--- src/rtl/gpio_pkg.sv ---
// Shared constants for the 32-bit GPIO controller: register word offsets,
// field width and the pull-mode / pad-strength encodings.
package gpio_pkg;

  localparam int GPIO_W = 32;

  // Word index, i.e. bus_addr[5:2]
  localparam logic [3:0] REG_DO       = 4'h0;
  localparam logic [3:0] REG_DO_SET   = 4'h1;
  localparam logic [3:0] REG_DO_CLR   = 4'h2;
  localparam logic [3:0] REG_DIR      = 4'h3;
  localparam logic [3:0] REG_AFC      = 4'h4;
  localparam logic [3:0] REG_PIN      = 4'h5;
  localparam logic [3:0] REG_RISE_EN  = 4'h6;
  localparam logic [3:0] REG_FALL_EN  = 4'h7;
  localparam logic [3:0] REG_IRQ_STAT = 4'h8;
  localparam logic [3:0] REG_PM_LO    = 4'h9;
  localparam logic [3:0] REG_PM_HI    = 4'hA;
  localparam logic [3:0] REG_PS_LO    = 4'hB;
  localparam logic [3:0] REG_PS_HI    = 4'hC;

  localparam logic [1:0] PULL_NONE  = 2'b00;
  localparam logic [1:0] PULL_UP    = 2'b01;
  localparam logic [1:0] PULL_DOWN  = 2'b10;
  localparam logic [1:0] PULL_KEEP  = 2'b11;

  localparam logic [1:0] DRIVE_2MA  = 2'b00;
  localparam logic [1:0] DRIVE_4MA  = 2'b01;
  localparam logic [1:0] DRIVE_8MA  = 2'b10;
  localparam logic [1:0] DRIVE_12MA = 2'b11;

endpackage

--- src/rtl/gpio_sync_edge.sv ---
// Multi-stage synchroniser for asynchronous pad readback plus a history flop
// and per-bit rising/falling edge detection.
module gpio_sync_edge
  import gpio_pkg::*;
#(
  parameter int WIDTH  = GPIO_W,
  parameter int STAGES = 2
) (
  input  logic             clk,
  input  logic             rst_n,
  input  logic [WIDTH-1:0] async_in,
  input  logic [WIDTH-1:0] rise_en,
  input  logic [WIDTH-1:0] fall_en,
  input  logic [WIDTH-1:0] mask,
  output logic [WIDTH-1:0] sync_out,
  output logic [WIDTH-1:0] rise,
  output logic [WIDTH-1:0] fall
);

  logic [WIDTH-1:0] sync_q [STAGES];
  logic [WIDTH-1:0] prev_q;

  always_ff @(posedge clk or negedge rst_n) begin
    if (!rst_n) begin
      for (int i = 0; i < STAGES; i++) sync_q[i] <= '0;
      prev_q <= '0;
    end else begin
      sync_q[0] <= async_in;
      for (int i = 1; i < STAGES; i++) sync_q[i] <= sync_q[i-1];
      prev_q <= sync_q[STAGES-1];
    end
  end

  // Pins owned by an alternate function never raise events
  assign sync_out = sync_q[STAGES-1];
  assign rise     =  sync_out & ~prev_q & rise_en & ~mask;
  assign fall     = ~sync_out &  prev_q & fall_en & ~mask;

endmodule

--- src/rtl/gpio_ctrl32.sv ---
// Register-mapped 32-bit GPIO controller driving the AFIO32 pad mux, with
// synchronised pin readback and edge-triggered level interrupt.
module gpio_ctrl32
  import gpio_pkg::*;
#(
  parameter int          SYNC_STAGES = 2,
  parameter logic [31:0] DIR_RST     = 32'h0,
  parameter logic [31:0] AFC_RST     = 32'h0
) (
  input  logic        clk,
  input  logic        rst_n,
  input  logic        bus_req,
  input  logic        bus_we,
  input  logic [5:0]  bus_addr,
  input  logic [31:0] bus_wdata,
  output logic [31:0] bus_rdata,
  output logic        bus_ack,
  input  logic [31:0] GPIO_DO,
  output logic [31:0] GPIO_DI,
  output logic [31:0] GPIO_DIR,
  output logic [31:0] GPIO_AFC,
  output logic [63:0] GPIO_PM,
  output logic [63:0] GPIO_PS,
  output logic        irq
);

  logic [GPIO_W-1:0] do_q, dir_q, afc_q, rise_en_q, fall_en_q, irq_stat_q;
  logic [63:0]       pm_q, ps_q;
  logic [GPIO_W-1:0] pin_sync, rise, fall, w1c_mask, rd_mux;
  logic [3:0]        reg_idx;
  logic              wr_en, rd_en;
  logic              unused_addr_bits;

  assign reg_idx          = bus_addr[5:2];
  assign unused_addr_bits = ^bus_addr[1:0];
  assign wr_en            = bus_req &  bus_we;
  assign rd_en            = bus_req & ~bus_we;

  gpio_sync_edge #(
    .WIDTH  (GPIO_W),
    .STAGES (SYNC_STAGES)
  ) u_sync_edge (
    .clk      (clk),
    .rst_n    (rst_n),
    .async_in (GPIO_DO),
    .rise_en  (rise_en_q),
    .fall_en  (fall_en_q),
    .mask     (afc_q),
    .sync_out (pin_sync),
    .rise     (rise),
    .fall     (fall)
  );

  always_ff @(posedge clk or negedge rst_n) begin
    if (!rst_n) begin
      do_q      <= '0;
      dir_q     <= DIR_RST;
      afc_q     <= AFC_RST;
      rise_en_q <= '0;
      fall_en_q <= '0;
      pm_q      <= '0;
      ps_q      <= '0;
    end else if (wr_en) begin
      case (reg_idx)
        REG_DO:      do_q          <= bus_wdata;
        REG_DO_SET:  do_q          <= do_q | bus_wdata;
        REG_DO_CLR:  do_q          <= do_q & ~bus_wdata;
        REG_DIR:     dir_q         <= bus_wdata;
        REG_AFC:     afc_q         <= bus_wdata;
        REG_RISE_EN: rise_en_q     <= bus_wdata;
        REG_FALL_EN: fall_en_q     <= bus_wdata;
        REG_PM_LO:   pm_q[31:0]    <= bus_wdata;
        REG_PM_HI:   pm_q[63:32]   <= bus_wdata;
        REG_PS_LO:   ps_q[31:0]    <= bus_wdata;
        REG_PS_HI:   ps_q[63:32]   <= bus_wdata;
        default: ;
      endcase
    end
  end

  // New events are OR'd in after the clear so a same-cycle event survives W1C
  assign w1c_mask = (wr_en && reg_idx == REG_IRQ_STAT) ? bus_wdata : '0;

  always_ff @(posedge clk or negedge rst_n) begin
    if (!rst_n) irq_stat_q <= '0;
    else        irq_stat_q <= (irq_stat_q & ~w1c_mask) | rise | fall;
  end

  always_comb begin
    rd_mux = '0;
    case (reg_idx)
      REG_DO:       rd_mux = do_q;
      REG_DIR:      rd_mux = dir_q;
      REG_AFC:      rd_mux = afc_q;
      REG_PIN:      rd_mux = pin_sync;
      REG_RISE_EN:  rd_mux = rise_en_q;
      REG_FALL_EN:  rd_mux = fall_en_q;
      REG_IRQ_STAT: rd_mux = irq_stat_q;
      REG_PM_LO:    rd_mux = pm_q[31:0];
      REG_PM_HI:    rd_mux = pm_q[63:32];
      REG_PS_LO:    rd_mux = ps_q[31:0];
      REG_PS_HI:    rd_mux = ps_q[63:32];
      default:      rd_mux = '0;
    endcase
  end

  always_ff @(posedge clk or negedge rst_n) begin
    if (!rst_n) begin
      bus_ack   <= 1'b0;
      bus_rdata <= '0;
    end else begin
      bus_ack   <= bus_req;
      bus_rdata <= rd_en ? rd_mux : '0;
    end
  end

  assign GPIO_DI  = do_q;
  assign GPIO_DIR = dir_q;
  assign GPIO_AFC = afc_q;
  assign GPIO_PM  = pm_q;
  assign GPIO_PS  = ps_q;
  assign irq      = |irq_stat_q;

endmodule

--- config.mk ---
export PLATFORM = sky130hd
export DESIGN_NAME = gpio_ctrl32
export DESIGN_NICKNAME = d
export VERILOG_FILES = /design/src/rtl/gpio_pkg.sv /design/src/rtl/gpio_sync_edge.sv /design/src/rtl/gpio_ctrl32.sv
export SDC_FILE = /design/constraint.sdc
export NUM_CORES = 1
export LEC_CHECK = 0
export CORE_AREA = 2 2 200 202
export DETAILED_ROUTE_END_ITERATION = 10
export DIE_AREA = 0 0 202 204
export GPL_ROUTABILITY_DRIVEN = 0
export PLACE_DENSITY = 0.77
export SLEW_MARGIN = 0
export SYNTH_ARGS = -nofsm -noshare
export SYNTH_HDL_FRONTEND = slang
export SYNTH_SLANG_ARGS = --single-unit
--- constraint.sdc ---
create_clock -name clk -period 1.75 [get_ports clk]
set_input_delay 0.2625 -clock clk [delete_from_list [all_inputs] [get_ports clk]]
set_output_delay 0.2625 -clock clk [all_outputs]
set_load 0.05 [all_outputs]
# == Word level (Yosys, flattened, before mapping) ==
# Index checks and enable logic that the tools add are counted.
# op_classes
eq_ne,12
mux,4
n_reduce_logical,13
bitwise_logic,19
# op_table
cell,n
$pmux W32 S11,1
$and A32 B32 Y32,8
$not A32 Y32,5
$or A32 B32 Y32,3
$pmux W32 S3,1
$mux W32,2
$reduce_or A32 Y1,1
$eq A4 B4 Y1 const B,5
$reduce_and A2 Y1,9
$eq A4 B3 Y1 const B,4
$eq A4 B2 Y1 const B,2
$eq A4 B1 Y1 const B,1
$logic_not A4 Y1,1
$reduce_bool A3 Y1,1
$and A1 B1 Y1,2
$logic_and A1 B1 Y1,1
$not A1 Y1,1
# word_totals
register_bits,449
wordCells,63

# == Depth between registers and ports, before layout ==
# Gate-level depths: netlist (run 1).
# depth
word_depth,7
mapped_depth,8
ltp_nobuf,5

# == By module ==
# Synthesis (run 1) repeated with hierarchy kept, for this count alone.
# hier_totals
hier_cells,1334
hier_area_um2,18859.3
# modules_own_cells
module,cells_per_inst,seq_area_each_um2,area_per_inst_um2,n_inst
gpio_ctrl32,1142,8833.5,15416.0,1
gpio_sync_edge,192,2402.3,3443.3,1

# == Least setup slack after synthesis (run 1) ==
# Ideal clock, no wire load.
# synth_timing
path_kind,input to register
startpoint,in bus_addr[3]
endpoint,reg dir_q[10] (netlist: GPIO_DIR[10])
n_path_buf,4
slack_ns,0.020
cell_stages,7
arrival_ns,1.606
setup_time_ns,0.125
path_cell_list,buf_4 nor4bb_1 buf_2 and3_1 buf_2 buf_6 mux2_2
# synth_via
elab_chain_len,2
# synth_lines
item,line_no,text
"start, declared",gpio_ctrl32.sv:14,"input logic [5:0] bus_addr,"
$eq A4 B2 Y1,gpio_ctrl32.sv:64,case (reg_idx)
$reduce_and A2 Y1 (no line),n/a,
"end signal, assigned",gpio_ctrl32.sv:68,REG_DIR: dir_q <= bus_wdata;
"end, declared",gpio_ctrl32.sv:27,"logic [GPIO_W-1:0] do_q, dir_q, afc_q, rise_en_q, fall_en_q, irq_stat_q;"
# Every way passes these cells.
# A chain may end at the register's enable or synchronous reset.

# == Final worst setup path (run 1) ==
# layout_timing
startpoint,reg irq_stat_q[10]
endpoint,out irq
# layout_via
elab_chain_len,1
# layout_lines
item,line_no,text
"start, declared",gpio_ctrl32.sv:27,
"start signal, assigned",gpio_ctrl32.sv:86,else irq_stat_q <= (irq_stat_q & ~w1c_mask) | rise | fall;
$reduce_or A32 Y1,gpio_ctrl32.sv:122,assign irq = |irq_stat_q;
"end, declared",gpio_ctrl32.sv:24,output logic irq
# Every way passes these cells.

==> results of run 1 <==
final cells by class:
class / count / share of cell area, %
Multi-Input combinational cell: 794 / 26.4
Antenna cell: 1 / 0.0103
Tap cell: 525 / 2.71
Clock buffer: 68 / 5.71
Timing Repair Buffer: 475 / 17.7
Clock inverter: 14 / 0.640
Sequential cell: 449 / 46.3
Inverter: 32 / 0.495
routing by layer:
metal | vias up | global-route usage, % | wire (um)
met3 | 152 | 6.07 | 5710
met1 | 7034 | 38.5 | 23500
met4 | 2 | 12.2 | 2380
met2 | 843 | 47.6 | 28700
met5 | - | 0 | 13
li1 | 5945 | - | -
synthesized netlist by cell type (all sizes together), types with 3 or more instances:
cell type,number,area (um2)
a21oi,16,80.1
a221oi,48,427
a222oi,32,320
a22o,48,420
a22oi,32,240
a31oi,48,300
and3,26,168
and4bb,3,45.0
buf,103,762
clkbuf,21,78.8
dfrtp,449,11200
inv,32,120
mux2,256,3000
nand2,129,484
nand3,33,165
nor2,35,131
nor4,10,83.8
nor4b,3,56.3
o21ai,65,325
path summary, 6_finish.rpt:
path                                        start                  endpoint  slack, ns  depth (start not counted)
max in group asynchronous                   rst_n    u_sync_edge.sync_q[41]       0.80                          3
min in group asynchronous                   rst_n    u_sync_edge.sync_q[35]       0.20                          2
hold / removal                        GPIO_DO[25]    u_sync_edge.sync_q[57]       0.12                          1
hold reg to reg            u_sync_edge.sync_q[54]  u_sync_edge.sync_out[22]       0.33                          0
setup reg to reg                    irq_stat_q[5]              bus_rdata[5]       0.37                          5
setup / recovery                   irq_stat_q[10]                       irq      -0.69                          5
power groups by stage:
| stage | combinational [mW] | sequential [mW] | clock (mW) |
|---|---|---|---|
| finish | 8.52 | 13.6 | 9.97 |
| CTS | 8.56 | 13.5 | 10.1 |
| global placement | 8.40 | 13.6 | 0 |
| floorplan | 1.85 | 16.9 | 0 |
| detailed placement | 8.54 | 13.7 | 0 |
| global route | 8.89 | 13.7 | 10.5 |
state kept, by name, summed over array words and instances (netlist names):
signal                count
GPIO_AFC                 32
GPIO_DIR                 32
GPIO_PM                  64
bus_ack                   1
u_sync_edge.sync_q       32
u_sync_edge.sync_out     32
rise_en_q                32
fall_en_q                32
GPIO_PS                  64
irq_stat_q               32
GPIO_DI                  32
u_sync_edge.prev_q       32
bus_rdata                32
what timing repair did:
item,4_1_cts,5_1_grt
setup buffers,0,3
hold buffers,1,0
resized for setup,29,3
cloned,0,1
hold endpoints to repair,37,0
setup endpoints to repair,202,183
pin swaps,2,1
cell families after synthesis:
logic type | Yosys count | synth area share [%]
AND/OR/NAND/NOR | 249 | 6.53
multiplexers | 256 | 16.2
flip-flops | 449 | 60.7
buffers and inverters | 156 | 5.19
AO/OA/AOI/OAI | 289 | 11.4
worst reg2reg max path, stage by stage (launching register included):
cell and delay, ns:
dfrtp_1 0.42, buf_4 0.16, a22o_1 0.19, a221oi_1 0.20
and3_1 0.19, a21oi_1 0.08
==> flow_summary.toml, run 1 <==
[run_status]
status = "finished, violations left"
failed_checks = "setup timing"

[critical_path]
slowest_delay_ns = 0.42
arrival_ns = 2.18
required_ns = 1.49
crit_buf_inv = 2
crit_chain = "nor4_4 > buf_4 > nand4_1 > or2_4 > buf_6"
path_delay_family = "simple AND/OR/NAND/NOR gates"
crit_path_top_delay_cell = "dfrtp_1"
end_kind = "output pin"
worstSetupPathType = "flop to output pin"
cp_max_fo = 2
start_kind = "flop"

[clocking]
cts_tree = "done"
clock_path_buffers = 3
clk_latency_ns = 0.58
cts-htree-levels = 2
clockRootBuffer = "clkbuf_16"
cts_sinks = 449
path_clk_slew_ns = 0.06
numCtsBuffers = 45

[power]
p_total_mw = 32.1
p_seq_share_pct = 42.3
swShare_pct = 35.1
ir_drop_uv = 1020
powerDensity_nw_per_um2 = 1320
combPwrFrac_pct = 26.6
intPower_mw = 20.8
switchingPower_mw = 11.3
clock_power_share_pct = 31.1
p_leak_nw = 11.2

[timing]
hold_viol = 0
drv_slew = 0
max_freq_mhz = 410
worst_slack_ns = -0.688
setup_viol = 1
min_period_over_period_pct = 139
period_needed_ns = 2.44
tns_ns = -0.688
holdWs_ns = 0.121
worst_pin_slew_ns = 0.528
fin_skew_ns = 0.0190
maxSlewHeadroom_pct = 64.9
rsz0062_at_grt = "yes"

[floorplan]
io_pins = 332
num_rows = 73
die_area_um2 = 41200
fp.dieW_um = 202
coreArea_um2 = 39200
start_util_pct = 47.3
fp.dieH_um = 204

[synth]
yosysSeqAreaShare_pct = 60.7
synth-main-ff-cell = "dfrtp_1"
yosys_warnings = 0
synth-async-reset-ratio_pct = 100
synth.net_count = 1473
ys_ff_latch = 449
netlist_area_um2 = 18500
syn_avg_cell_area_um2 = 13.2
synth-edff-count = 0
syn_inst = 1399
synth_cell_type_count = 38

[layout]
layout_common_cells = "dfrtp_1, buf_4, mux2_2"
area_delta_synth_final_pct = 31.0
final_common_cell = "dfrtp_1"
seq_area_um2 = 11200
n_fill_cell = 2973
final_nets = 1871
layout.cells.non_filler = 2358
fin_util_pct = 61.9
layout-drive-gt1-share_pct = 39.6
multiInputGateArea_um2 = 6400
finish.instance_area_um2 = 24300

[global_route]
first_global_vias = 14377
grt_pass1_wl_um = 90600
grt_max_degree = 63
grt_overflow = 0
antenna_found_initial = 2
track_usage_pct = 29.3

[route]
drcViolationCount = 0
first_pass_iters = 6
wl_per_cell_um = 25.6
via_per_inst = 5.93
wirelength_um = 60400
via_count = 13976
drt-initial-drc-count = 1392
ant_nets = 0

[hold_path]
hold_path_class = "input port to flop"

[placement]
io_buffers = 329
post-place-ws_ns = -0.708
placed_area_um2 = 22700
dp_cells = 2270
post-dp-hpwl_um = 41800

[run]
maxCapViolCount = 0
Power figures use the tool's default switching activity.
==> run 2: changes to the inputs <==
- GPL_TIMING_DRIVEN: unset -> 1
- clock period: 1.75 -> 2.45 ns (I/O delays scaled with it)
==> run 2 against run 1 <==
Net effect:
- the run still ends with setup timing left
- design area is 0.78% higher
- largest power group unchanged
- non-clock buffer count is 48 lower
- setup slack better by 0.61 ns
- utilization is 0.49 points higher
- clock skew is 0.012 ns lower
- sequential power is 29% lower
==> flow_summary.toml, run 2 (synthesis gave the netlist of run 1 again) <==
[route]
wl_per_cell_um = 26.1
wl_met2_um = 29000
first_pass_iters = 7
ant_nets = 0
met3_length_um = 6040
top_layer_used = "met4"
wl_met1_um = 23000
via_count = 13831
drt-initial-drc-count = 1178
wirelength_um = 60400
drcViolationCount = 0
via_per_inst = 5.97

[floorplan]
num_rows = 73
start_util_pct = 47.3
die_area_um2 = 41200
fp.dieH_um = 204
coreArea_um2 = 39200
fp.dieW_um = 202
io_pins = 332

[layout]
layout-drive-gt1-share_pct = 24.8
fin_util_pct = 62.4
n_fill_cell = 2925
final_common_cell = "dfrtp_1"
finish.instance_area_um2 = 24400
area_delta_synth_final_pct = 32.0
final_nets = 1824
layout_common_cells = "dfrtp_1, clkdlybuf4s50_1, mux2_2"

[timing]
rsz0062_at_grt = "yes"
setup_viol = 1
drv_slew = 0
worst_pin_slew_ns = 0.661
maxSlewHeadroom_pct = 55.8
min_period_over_period_pct = 103
tns_ns = -0.0738
period_needed_ns = 2.52
fin_skew_ns = 0.00753
worst_slack_ns = -0.0738
hold_viol = 0
max_freq_mhz = 396

[clocking]
path_clk_slew_ns = 0.06
clock_path_buffers = 3
cts_tree = "done"
clockRootBuffer = "clkbuf_16"
clk_latency_ns = 0.57
numCtsBuffers = 46
cts-htree-levels = 2
cts_sinks = 449

[run]
maxCapViolCount = 0

[global_route]
antenna_found_initial = 1
grt_overflow = 0
first_global_vias = 14414
grt_pass1_wl_um = 90000
grt_max_degree = 103
track_usage_pct = 29.3

[placement]
io_buffers = 329
placed_area_um2 = 22800
post-dp-hpwl_um = 40200
post-place-ws_ns = -0.142

[hold_path]
hold_path_class = "input port to flop"
worstHoldPathCells = 1
hp-start = "GPIO_DO[4]"
hold_end = "u_sync_edge.sync_q[36]"

[run_status]
failed_checks = "setup timing"
status = "finished, violations left"

[critical_path]
cp_max_fo = 2
required_ns = 2.08
worstSetupPathType = "flop to output pin"
rr_worst_depth = 4
slowest_delay_ns = 0.43
crit_path_top_delay_cell = "dfrtp_2"
worstReg2RegEnd = "bus_rdata[24]"
end_kind = "output pin"
start_kind = "flop"
crit_chain = "nor4_4 > buf_4 > nand4_1 > or2_4 > buf_6"
arrival_ns = 2.16
r2r-start = "u_sync_edge.sync_out[24]"
regToRegSetupSlack_ns = 1.10

[power]
p_seq_share_pct = 41.9
clock_power_share_pct = 30.9
intPower_mw = 15.1
p_leak_nw = 10.5
swShare_pct = 34.8
powerDensity_nw_per_um2 = 944
switchingPower_mw = 8.02
ir_drop_uv = 675
combPwrFrac_pct = 27.3
## run 2: how the worst max path moves through the flow
stage | from | end | slack (ns) | depth (start not counted)
final | irq_stat_q[10] | irq | -0.07 | 5
after global routing | irq_stat_q[10] | irq | -0.20 | 5
after CTS | irq_stat_q[10] | irq | -0.16 | 5
after detailed placement | bus_addr[3] | GPIO_PM[40] | -0.14 | 6
after global placement | bus_addr[3] | GPIO_PM[51] | -0.12 | 6
after floorplan | bus_addr[3] | GPIO_DIR[10] | 0.61 | 7
## run 2: metal layers
metal	track usage, %	up-vias
met1	37.6	7025
met5	0	-
met4	13.6	0
met2	47.3	805
met3	7.19	156
li1	-	5845
## run 2: worst max-delay path, delay by kind of cell, from the launching register on
kind | cells | cell delay, ns
AND/OR/NAND/NOR | 3 | 0.82
flip-flops | 1 | 0.43
buffers and inverters | 2 | 0.32
## run 2: power groups by stage
stage,clock network (mW),registers [mW],logic [mW]
final,7.12,9.66,6.29
after global routing,7.49,9.79,6.56
after CTS,7.22,9.64,6.33
after detailed placement,0,9.74,6.29
after global placement,0,9.69,6.19
after floorplan,0,12.1,1.32
## run 2: repair_timing
| item | in CTS | in global routing |
|---|---|---|
| buffers inserted | 1 | 0 |
| gates resized for setup | 5 | 0 |
| hold endpoints to repair | 40 | 0 |
| pin swaps | 2 | 0 |
| endpoints found under the setup margin | 1 | 1 |
| hold buffers | 1 | 0 |
## run 2: layout make-up
type | count | area (um2) | area share (%)
flip-flops and latches | 449 | 11200 | 46.0
diodes | 2 | 5.00 | 0.0205
inverters | 32 | 120 | 0.491
multi-input cells | 794 | 6400 | 26.2
repair buffers | 427 | 4480 | 18.3
clock inverters | 12 | 93.8 | 0.384
clock buffers | 74 | 1460 | 5.97
well taps | 525 | 657 | 2.69
## run 2: metrics by stage
stage / total power [mW] / instances / hold WS (ns)
floorplan: 13.4 / 1399 / 0.0719
global placement: 15.9 / 2225 / 0.286
detailed placement: 16.0 / 2225 / 0.291
CTS: 23.2 / 2313 / 0.198
global route: 23.8 / 2314 / 0.218
finish: 23.1 / 2315 / 0.226
